[config.mk]
export PLATFORM = sky130hd
export DESIGN_NAME = fp16_product_normalizer
export DESIGN_NICKNAME = d
export VERILOG_FILES = /design/src/rtl/fp16_mac_pkg.sv /design/src/rtl/fp16_lzc22.sv /design/src/rtl/fp16_product_normalizer.sv
export SDC_FILE = /design/constraint.sdc
export NUM_CORES = 1
export LEC_CHECK = 0
export ABC_AREA = 1
export BUFFER_PORTS_ARGS = -buffer_cell sky130_fd_sc_hd__buf_2
export CAP_MARGIN = 20
export CORE_ASPECT_RATIO = 0.7
export CORE_MARGIN = 4
export CORE_UTILIZATION = 25
export CTS_CLUSTER_SIZE = 8
export DETAILED_ROUTE_END_ITERATION = 8
export SLEW_MARGIN = 20
export SYNTH_ARGS = -nofsm -noshare
export SYNTH_HDL_FRONTEND = slang
export SYNTH_SLANG_ARGS = --single-unit
[constraint.sdc]
create_clock -name clk -period 2.1 [get_ports clk]
set_input_delay 0.21 -clock clk [delete_from_list [all_inputs] [get_ports clk]]
set_output_delay 0.21 -clock clk [all_outputs]
set_load 0.01 [all_outputs]
[src/rtl/fp16_mac_pkg.sv]
// Shared constants and types for the FP16 multiply datapath.
package fp16_mac_pkg;

  localparam int unsigned FP16_BIAS = 15;
  localparam logic [15:0] FP16_INF  = 16'h7C00;
  localparam logic [15:0] FP16_QNAN = 16'h7E00;
  localparam logic [15:0] FP16_MAXN = 16'h7BFF;

  typedef struct packed {
    logic overflow;
    logic underflow;
    logic inexact;
  } fp16_flags_t;

  // Operand class carried alongside the normalized mantissa.
  typedef enum logic [1:0] {
    ClsNorm,
    ClsZero,
    ClsInf,
    ClsNan
  } fp16_cls_t;

endpackage

[src/rtl/fp16_lzc22.sv]
// 22-bit leading-zero counter, purely combinational. All-zero input yields 22.
module fp16_lzc22 (
  input  logic [21:0] data_i,
  output logic [4:0]  count_o
);

  // Count zeros from the MSB down until the first set bit.
  always_comb begin
    logic found;
    found   = 1'b0;
    count_o = 5'd0;
    for (int i = 21; i >= 0; i--) begin
      if (!found) begin
        if (data_i[i]) found = 1'b1;
        else           count_o = count_o + 5'd1;
      end
    end
  end

endmodule

[src/rtl/fp16_product_normalizer.sv]
// Two-stage normalize / round / pack stage for an FP16 product.
// S1 normalizes the raw 22-bit mantissa product, S2 rounds, packs and registers.
// Build option: define FP16_NORM_RNE_EN for round-to-nearest-even; otherwise
// results are truncated and overflow saturates to the largest finite value.
// EXP_W must be at least 5.
module fp16_product_normalizer
  import fp16_mac_pkg::*;
#(
  parameter int unsigned EXP_W = 7
) (
  input  logic             clk,
  input  logic             rst,
  input  logic             in_valid,
  output logic             in_ready,
  input  logic             in_sign,
  input  logic [EXP_W-1:0] in_exp_sum,
  input  logic [21:0]      in_mant,
  input  logic             in_is_zero,
  input  logic             in_is_inf,
  input  logic             in_is_nan,
  output logic             out_valid,
  input  logic             out_ready,
  output logic [15:0]      out_fp16,
  output logic [2:0]       out_flags
);

  // One bit wider than the input so normalize/round adjustments never wrap.
  localparam logic signed [EXP_W:0] ExpOne  = (EXP_W + 1)'(1);
  localparam logic signed [EXP_W:0] ExpZero = (EXP_W + 1)'(0);
  localparam logic signed [EXP_W:0] ExpMax  = (EXP_W + 1)'(2 * FP16_BIAS + 1);

  logic                    s1_valid_q, s1_valid_d;
  logic                    s1_sign_q, s1_sign_d;
  logic signed [EXP_W:0]   s1_exp_q, s1_exp_d;
  logic [9:0]              s1_frac_q, s1_frac_d;
  logic                    s1_guard_q, s1_guard_d;
  logic                    s1_sticky_q, s1_sticky_d;
  fp16_cls_t               s1_cls_q, s1_cls_d;
  logic                    out_valid_q, out_valid_d;
  logic [15:0]             out_fp16_q, out_fp16_d;
  fp16_flags_t             out_flags_q, out_flags_d;

  logic                    s1_adv, in_fire, s2_load;
  logic [4:0]              lz, shamt;
  logic signed [EXP_W:0]   exp_in, shamt_ext;

  fp16_lzc22 u_lzc (
    .data_i  (in_mant),
    .count_o (lz)
  );

  assign s1_adv   = !out_valid_q || out_ready;
  assign in_ready = !rst && (!s1_valid_q || s1_adv);
  assign in_fire  = in_valid && in_ready;
  assign s2_load  = s1_adv && s1_valid_q;

  assign exp_in    = {in_exp_sum[EXP_W-1], in_exp_sum};
  // Zeros above the leading one at bit 20; only meaningful when bits 21:20 are 00.
  assign shamt     = lz - 5'd1;
  assign shamt_ext = $signed({{(EXP_W - 4){1'b0}}, shamt});

  // S1: normalize so the hidden one sits at bit 20, then split frac/guard/sticky.
  always_comb begin
    logic [19:0] norm;
    logic        shifted_out;
    logic signed [EXP_W:0] exp_norm;
    norm        = in_mant[19:0];
    shifted_out = 1'b0;
    exp_norm    = exp_in;
    if (in_mant[21]) begin
      norm        = in_mant[20:1];
      shifted_out = in_mant[0];
      exp_norm    = exp_in + ExpOne;
    end else if (!in_mant[20] && (in_mant != '0)) begin
      // The leading one lands on bit 20 and drops out of this 20-bit window.
      norm     = in_mant[19:0] << shamt;
      exp_norm = exp_in - shamt_ext;
    end

    s1_valid_d  = in_ready ? in_valid : s1_valid_q;
    s1_sign_d   = s1_sign_q;
    s1_exp_d    = s1_exp_q;
    s1_frac_d   = s1_frac_q;
    s1_guard_d  = s1_guard_q;
    s1_sticky_d = s1_sticky_q;
    s1_cls_d    = s1_cls_q;
    if (in_fire) begin
      s1_sign_d   = in_sign;
      s1_exp_d    = exp_norm;
      s1_frac_d   = norm[19:10];
      s1_guard_d  = norm[9];
      s1_sticky_d = (|norm[8:0]) | shifted_out;
      if (in_is_nan)                         s1_cls_d = ClsNan;
      else if (in_is_inf)                    s1_cls_d = ClsInf;
      else if (in_is_zero || in_mant == '0)  s1_cls_d = ClsZero;
      else                                   s1_cls_d = ClsNorm;
    end
  end

  // S2: round, range-check and pack into the output register.
  always_comb begin
    logic                  round_up;
    logic [10:0]           frac_sum;
    logic signed [EXP_W:0] exp_fin;
    logic                  inexact;
    logic [15:0]           res;
    fp16_flags_t           flags;
`ifdef FP16_NORM_RNE_EN
    round_up = s1_guard_q & (s1_sticky_q | s1_frac_q[0]);
`else
    round_up = 1'b0;
`endif
    frac_sum = {1'b0, s1_frac_q} + {10'b0, round_up};
    // A carry-out leaves the fraction bits at zero already.
    exp_fin  = frac_sum[10] ? (s1_exp_q + ExpOne) : s1_exp_q;
    inexact  = s1_guard_q | s1_sticky_q;
    res      = '0;
    flags    = '0;
    unique case (s1_cls_q)
      ClsNan:  res = FP16_QNAN;
      ClsInf:  res = {s1_sign_q, FP16_INF[14:0]};
      ClsZero: res = {s1_sign_q, 15'h0};
      ClsNorm: begin
        if (exp_fin >= ExpMax) begin
`ifdef FP16_NORM_RNE_EN
          res = {s1_sign_q, FP16_INF[14:0]};
`else
          res = {s1_sign_q, FP16_MAXN[14:0]};
`endif
          flags = '{overflow: 1'b1, underflow: 1'b0, inexact: 1'b1};
        end else if (exp_fin <= ExpZero) begin
          res   = {s1_sign_q, 15'h0};
          flags = '{overflow: 1'b0, underflow: 1'b1, inexact: inexact};
        end else begin
          res   = {s1_sign_q, exp_fin[4:0], frac_sum[9:0]};
          flags = '{overflow: 1'b0, underflow: 1'b0, inexact: inexact};
        end
      end
    endcase

    out_valid_d = s1_adv ? s1_valid_q : out_valid_q;
    out_fp16_d  = s2_load ? res : out_fp16_q;
    out_flags_d = s2_load ? flags : out_flags_q;
  end

  // Pipeline state; reset drops every in-flight beat immediately.
  always_ff @(posedge clk or posedge rst) begin
    if (rst) begin
      s1_valid_q  <= 1'b0;
      s1_sign_q   <= 1'b0;
      s1_exp_q    <= '0;
      s1_frac_q   <= '0;
      s1_guard_q  <= 1'b0;
      s1_sticky_q <= 1'b0;
      s1_cls_q    <= ClsNorm;
      out_valid_q <= 1'b0;
      out_fp16_q  <= '0;
      out_flags_q <= '0;
    end else begin
      s1_valid_q  <= s1_valid_d;
      s1_sign_q   <= s1_sign_d;
      s1_exp_q    <= s1_exp_d;
      s1_frac_q   <= s1_frac_d;
      s1_guard_q  <= s1_guard_d;
      s1_sticky_q <= s1_sticky_d;
      s1_cls_q    <= s1_cls_d;
      out_valid_q <= out_valid_d;
      out_fp16_q  <= out_fp16_d;
      out_flags_q <= out_flags_d;
    end
  end

  assign out_valid = out_valid_q;
  assign out_fp16  = out_fp16_q;
  assign out_flags = out_flags_q;

endmodule

## Word level (Yosys, flattened, before mapping)

Cells that the tools add are included.

| operators by class | value |
|---|---|
| mux-type cells | 98 |
| magnitude comparators | 2 |
| reduce and logical (&&, ||, !) cells | 15 |
| add/sub/neg operators | 24 |
| shift operators | 1 |
| equality and inequality tests | 3 |
| bitwise gates (word level) | 2 |

Operators by type and width:

| cell | count |
|---|---|
| $mux 5 | 42 |
| $add 5x1->5 const B | 20 |
| $pmux 16 s4 | 1 |
| $mux 1 | 44 |
| $mux 20 | 2 |
| $mux 15 | 2 |
| $logic_not 22->1 | 1 |
| $reduce_bool 22->1 | 1 |
| $shl 20x5->20 | 1 |
| $mux 8 | 2 |
| $reduce_or 9->1 | 1 |
| $add 7x2->8 const B | 1 |
| $ge 8x6->1 const B | 1 |
| $le 8x1->1 const B | 1 |
| $sub 7x6->8 | 1 |
| $mux 2 | 3 |
| $mux 3 | 2 |
| $sub 5x1->5 const B | 1 |
| $eq 2x2->1 const B | 2 |
| $logic_and 1x1->1 | 4 |
| $logic_not 1->1 | 4 |
| $logic_or 1x1->1 | 3 |
| $add 1x1->2 const B | 1 |
| $eq 2x1->1 const B | 1 |
| 2 further kinds | 3 |

| storage, ports and cells | value |
|---|---|
| logic and storage cells | 157 |
| input port bits | 37 |
| register bits after elaboration | 44 |
| output and inout bits | 21 |

## Logic depth before layout (Yosys ltp)

| logic depth | value |
|---|---|
| depth after elaboration | 70 |
| gate-level depth with buffers | 88 |
| gate-level depth less buffers | 87 |

## Hierarchy

From an unflattened synthesis, not the netlist that was laid out.

| second synthesis, totals | value |
|---|---|
| cell total of the unflattened synthesis | 953 |
| area total of the unflattened synthesis | 5719.2 um^2 |

Modules (own cells, without submodules):

| module | area an instance (um^2) | cells each | seq. area each (um^2) | instances |
|---|---|---|---|---|
| fp16_product_normalizer | 3673.5 | 566 | 1101.1 | 1 |
| fp16_lzc22 | 2045.7 | 387 | 0.0 | 1 |

## Least setup slack after synthesis

No wires, ideal clock.

| timing path | value |
|---|---|
| kind | input to register |
| start point | input port in_mant[20] |
| end point | register s1_exp_q[5] |
| setup time | 0.136 ns |
| setup slack | -9.727 ns |
| required time | 1.964 ns |
| buffers on the path | 0 |
| stages on the path | 83 |
| arrival | 11.690 ns |
| cell sequence | inv_1 a21oi_1 ha_1 inv_1 a21oi_1 ha_1 nor3_1 nor2_1 nand2_1 inv_1 ha_1 nand2_1 nand2_1 ha_1 o21ai_0 inv_1 ha_1 nand2_1 (+47 left out) or2_0 nand2_1 inv_2 ha_1 inv_1 o21ai_1 inv_2 ha_1 nand3_1 nand2_1 ha_1 a21oi_1 nand2_1 a21oi_1 o21ai_0 o31ai_1 xor2_1 o21ai_0 |

| on the way | value |
|---|---|
| cells in the longest elaborated chain, start to end | 66 |
| elaborated cells between the ends (all ways) | 90 |
| those cells by class | add/sub (22); mux (65); reduce/logical (3) |

Ends and longest elaborated chain:

| item | line | text |
|---|---|---|
| from (decl) | fp16_product_normalizer.sv:17 | `input logic [21:0] in_mant,` |
| $mux 5 | fp16_lzc22.sv:14 | `if (data_i[i]) found = 1'b1;` |
| $mux 5 | fp16_lzc22.sv:13 | `if (!found) begin` |
| $add 5x1->5 | fp16_lzc22.sv:15 | `else count_o = count_o + 5'd1;` |
| $mux 5 | fp16_lzc22.sv:14 |  |
| $mux 5 | fp16_lzc22.sv:13 |  |
| $add 5x1->5 | fp16_lzc22.sv:15 |  |
| $mux 5 | fp16_lzc22.sv:14 |  |
| $mux 5 | fp16_lzc22.sv:13 |  |
| (+50 left out) | n/a |  |
| $mux 5 | fp16_lzc22.sv:13 |  |
| $add 5x1->5 | fp16_lzc22.sv:15 |  |
| $mux 5 | fp16_lzc22.sv:14 |  |
| $mux 5 | fp16_lzc22.sv:13 |  |
| $sub 5x1->5 | fp16_product_normalizer.sv:59 | `assign shamt = lz - 5'd1;` |
| $sub 7x6->8 | fp16_product_normalizer.sv:77 | `exp_norm = exp_in - shamt_ext;` |
| $mux 8 (*) | fp16_product_normalizer.sv:74 | `end else if (!in_mant[20] && (in_mant != '0)) begin` |
| $mux 8 (*) | fp16_product_normalizer.sv:70 | `if (in_mant[21]) begin` |
| to (signal assigned) | fp16_product_normalizer.sv:162 | `s1_exp_q <= s1_exp_d;` |
| to (decl) | fp16_product_normalizer.sv:34 | `logic signed [EXP_W:0] s1_exp_q, s1_exp_d;` |

Mark *: on every way between the ends. The rest lies on a longest branch, timed or not.
A chain may end at the register's enable or synchronous reset.

## Final worst setup path

| timing path | value |
|---|---|
| start point | input port in_mant[19] |
| end point | register s1_exp_q[6] |

| on the way | value |
|---|---|
| cells in the longest elaborated chain, start to end | 63 |
| elaborated cells between the ends (all ways) | 85 |
| those cells by class | add/sub (21); mux (62); reduce/logical (2) |

Ends and longest elaborated chain:

| item | line |
|---|---|
| $mux 5 | fp16_lzc22.sv:14 |
| $mux 5 | fp16_lzc22.sv:13 |
| $add 5x1->5 | fp16_lzc22.sv:15 |
| $mux 5 | fp16_lzc22.sv:14 |
| $mux 5 | fp16_lzc22.sv:13 |
| $add 5x1->5 | fp16_lzc22.sv:15 |
| $mux 5 | fp16_lzc22.sv:14 |
| $mux 5 | fp16_lzc22.sv:13 |
| (+47 left out) | n/a |
| $mux 5 | fp16_lzc22.sv:13 |
| $add 5x1->5 | fp16_lzc22.sv:15 |
| $mux 5 | fp16_lzc22.sv:14 |
| $mux 5 | fp16_lzc22.sv:13 |
| $sub 5x1->5 | fp16_product_normalizer.sv:59 |
| $sub 7x6->8 | fp16_product_normalizer.sv:77 |
| $mux 8 (*) | fp16_product_normalizer.sv:74 |
| $mux 8 (*) | fp16_product_normalizer.sv:70 |

Marks and branches as above.

==> key figures <==
Synthesis
  – Synth Register Bits: 44
  – Area leader, netlist: nand2_1
  – Synth unique cells: 47
  – Mean post-synth cell area: 5.76 um^2
  – Ys Warns: 0
  – Synth area leaders: nand2_1, dfrtp_1, inv_1
  – Primary FF master, synth: dfrtp_1
  – Post-synth EDFFs: 0
  – Top-area cell type share of the netlist area: 22.6%
  – Post-synth ARST share: 100%
  – Register area share after synthesis: 20.4%
  – Syn Std Cell Area: 5400 um^2
  – Synth Net Count: 1002
  – Syn Inst Count: 938

Floorplan
  – Num ports: 58
  – Die height: 131 um
  – Core area: 21000 um^2
  – Chip Width: 184 um
  – Starting density of the core: 25.8%
  – Number of cell rows: 44
  – Die area: 24100 um^2

Detailed routing
  – DR top layer: met4
  – Final ANT Viol Nets: 0
  – Routed vias: 6844
  – Routed vias/inst: 4.59
  – DRT Pass-1 Iters: 7
  – Wl on met1: 9.45 mm
  – Residual DRC: 0
  – Drt total wl: 18.6 mm
  – DR WL/cell: 12.5 um
  – Routed length on met3: 599 um
  – Met2 WL: 8.45 mm
  – DR iter-0 viols: 462

GRT
  – Remaining global-route overflow: 0
  – Pin count of the biggest net entering global routing: 45
  – Tot GR Track Use: 14.4%
  – First-pass GRT wire length: 29.4 mm
  – Antenna violations before repair: 0
  – Vias in the first global route: 6227

Setup path
  – Startpoint type of the worst setup path: input port
  – Worst r2r src: out_valid
  – CP endpoint kind: register
  – Worst Reg2Reg Path Length in Cells: 10
  – Crit path launch: in_mant[19]
  – Crit Path Class: in2reg
  – WP data required: 2.26 ns
  – Worst Path Arrival: 11.10 ns
  – Worst-path fanout max: 4
  – Flop-to-flop setup slack: 0.44 ns
  – Peak per-stage delay on the critical path: 0.30 ns
  – Worst reg2reg endpoint: s1_frac_q[2]
  – Slowest-stage cell, CP: ha_1
  – Worst setup path endpoint: s1_exp_q[6]
  – CP dominant cell by count: ha_4

Power
  – Int Power: 2340 uW
  – VDD IR max: 0.450 mV
  – Sequential share of power: 28.5%
  – P_leak: 0.00462 uW
  – Gate power share: 52.8%
  – Switching share of power: 39.8%
  – Pwr Density: 433 nW/um^2
  – Psw: 1550 uW
  – Clock Power Share: 18.7%

Outcome
  – Violated checks: negative setup slack
  – Status: finished, violations left

STA
  – Final period util: 521%
  – Worst hold slack: 0.114 ns
  – Final Critical Period: 10.93 ns
  – Layout Skew: 0.00163 ns
  – RSZ-0062 raised after global routing: yes
  – Max-slew headroom: 63.4%
  – Slew at the pin with the worst max-slew slack: 0.543 ns
  – Final WS setup: -8.83 ns
  – Setup TNS: -168.85 ns
  – Final Max Tran Viols: 0
  – Highest Clock Rate: 0.0915 GHz
  – Fin. Hold Viols: 0
  – Final setup viols: 21

CTS
  – Root Buffer: clkbuf_16
  – Clk_lat worst skew: 0.28 ns
  – Buffer depth of the longest clock path: 2
  – CTS clk-pin slew, worst paths: 0.06 ns
  – H-tree Lvls: 2
  – Number of clock sinks: 44
  – Hold-fix buffers, CTS: 0
  – TritonCTS buffer count: 5
  – CTS tree: yes

Finish
  – Share of cells above drive strength 1: 43.4%
  – Ant diodes: 0
  – Fill cell count: 2102
  – Final #Nets: 1278
  – Synth-to-layout area growth: 66.0%

Place
  – Worst slack at placement: -9.70 ns
  – Port buffer count: 57
  – Placer Congestion: 0.886
  – Hpwl dp: 13.6 mm

Run
  – Max-cap violations: 0

Worst hold path
  – HP Class: in2async
==> kinds of logic (layout without fill, tap and decap cells) <==
logic type,after synthesis,after routing,synth area share (%)
fa+ha+maj,27,27,6.39
compound gates,148,148,14.7
xor+xnor,6,6,0.973
flops,44,44,20.4
buf+inv,170,446,12.6
mux,1,1,0.185
simple gates,542,542,44.7
==> cells in the final DEF (no fill, tap or decap), types with 8 or more instances in the layout <==
cell	n
nor2_4	13
inv_1	108
buf_2	54
o21ai_0	32
o21ai_1	23
buf_6	22
dfrtp_1	44
nor2_1	60
nand4_1	9
o21ai_2	21
nand3_1	74
nand2_2	49
inv_2	28
nand3_2	11
nand3_4	8
ha_1	9
a21oi_2	12
ha_4	17
a21oi_1	34
nand2_4	23
nor2_2	10
nand2_1	264
buf_4	211
==> metrics by stage <==
stage	area (um^2)	cells	util [%]	total power (uW)
finish	8970	1490	42.8	3880
global route	8970	1490	42.8	4190
CTS	8110	1472	38.7	3600
detailed placement	7460	1427	35.6	2710
global placement	7460	1427	35.6	2690
floorplan	5650	938	-	2110
==> power by group through the flow <==
stage                     sequential, uW  clock [uW]  combinational (uW)
final                               1110         728                2050
after global routing                1120         790                2270
after CTS                           1110         742                1750
after detailed placement            1120           0                1590
after global placement              1120           0                1580
after floorplan                     1140           0                 977
==> cells in the mapped netlist, types with 10 or more instances <==
master and count:
inv_2 15, o21ai_0 71, nand3_1 88, clkbuf_1 14
nand2_1 325, nor2_1 67, o21ai_1 12, ha_1 26
nand2_2 10, dfrtp_1 44, inv_1 127, a21oi_1 47
==> layout make-up <==
class	instances	area [um^2]	area share (%)
Clock buffer	6	129	1.44
Inverter	146	588	6.56
Multi-Input combinational cell	724	4590	51.2
Sequential cell	44	1100	12.3
Timing Repair Buffer	291	2180	24.4
Clock inverter	1	5.00	0.0558
Timing Repair inverter	2	22.5	0.251
Tap cell	276	345	3.85
==> layer usage <==
metal | vias to the layer above | track usage, %
li1 | 3561 | -
met1 | 3159 | 22.0
met2 | 118 | 22.8
met3 | 6 | 1.77
met4 | 0 | 0.739
met5 | - | 0
==> worst max-delay path, delay by kind of cell <==
kind | cells | cell delay (ns)
compound gates | 12 | 1.41
fa+ha+maj | 20 | 4.96
simple gates | 35 | 3.16
xor+xnor | 1 | 0.22
buf+inv | 19 | 1.12
==> how the worst min path moves through the flow <==
stage / to / cells after the start
floorplan: out_flags[0] / 1
global placement: out_fp16[4] / 3
detailed placement: out_fp16[4] / 3
CTS: out_fp16[4] / 3
global route: out_fp16[4] / 3
finish: out_fp16[4] / 3
==> what timing repair did <==
item	4_1_cts	5_1_grt
endpoints found under the hold margin	0	0
cloned	2	1
pin swaps	39	121
gates resized for setup	57	180
setup buffers	37	19
endpoints found under the setup margin	21	21
==> state kept, by name (all words and copies together) (netlist names) <==
| register | flops |
|---|---|
| s1_valid_q | 1 |
| s1_frac_q | 10 |
| s1_guard_q | 1 |
| s1_cls_q | 2 |
| s1_sign_q | 1 |
| out_flags | 3 |
| out_fp16 | 16 |
| s1_exp_q | 8 |
| s1_sticky_q | 1 |
| out_valid | 1 |
Power figures use the tool's default switching activity.
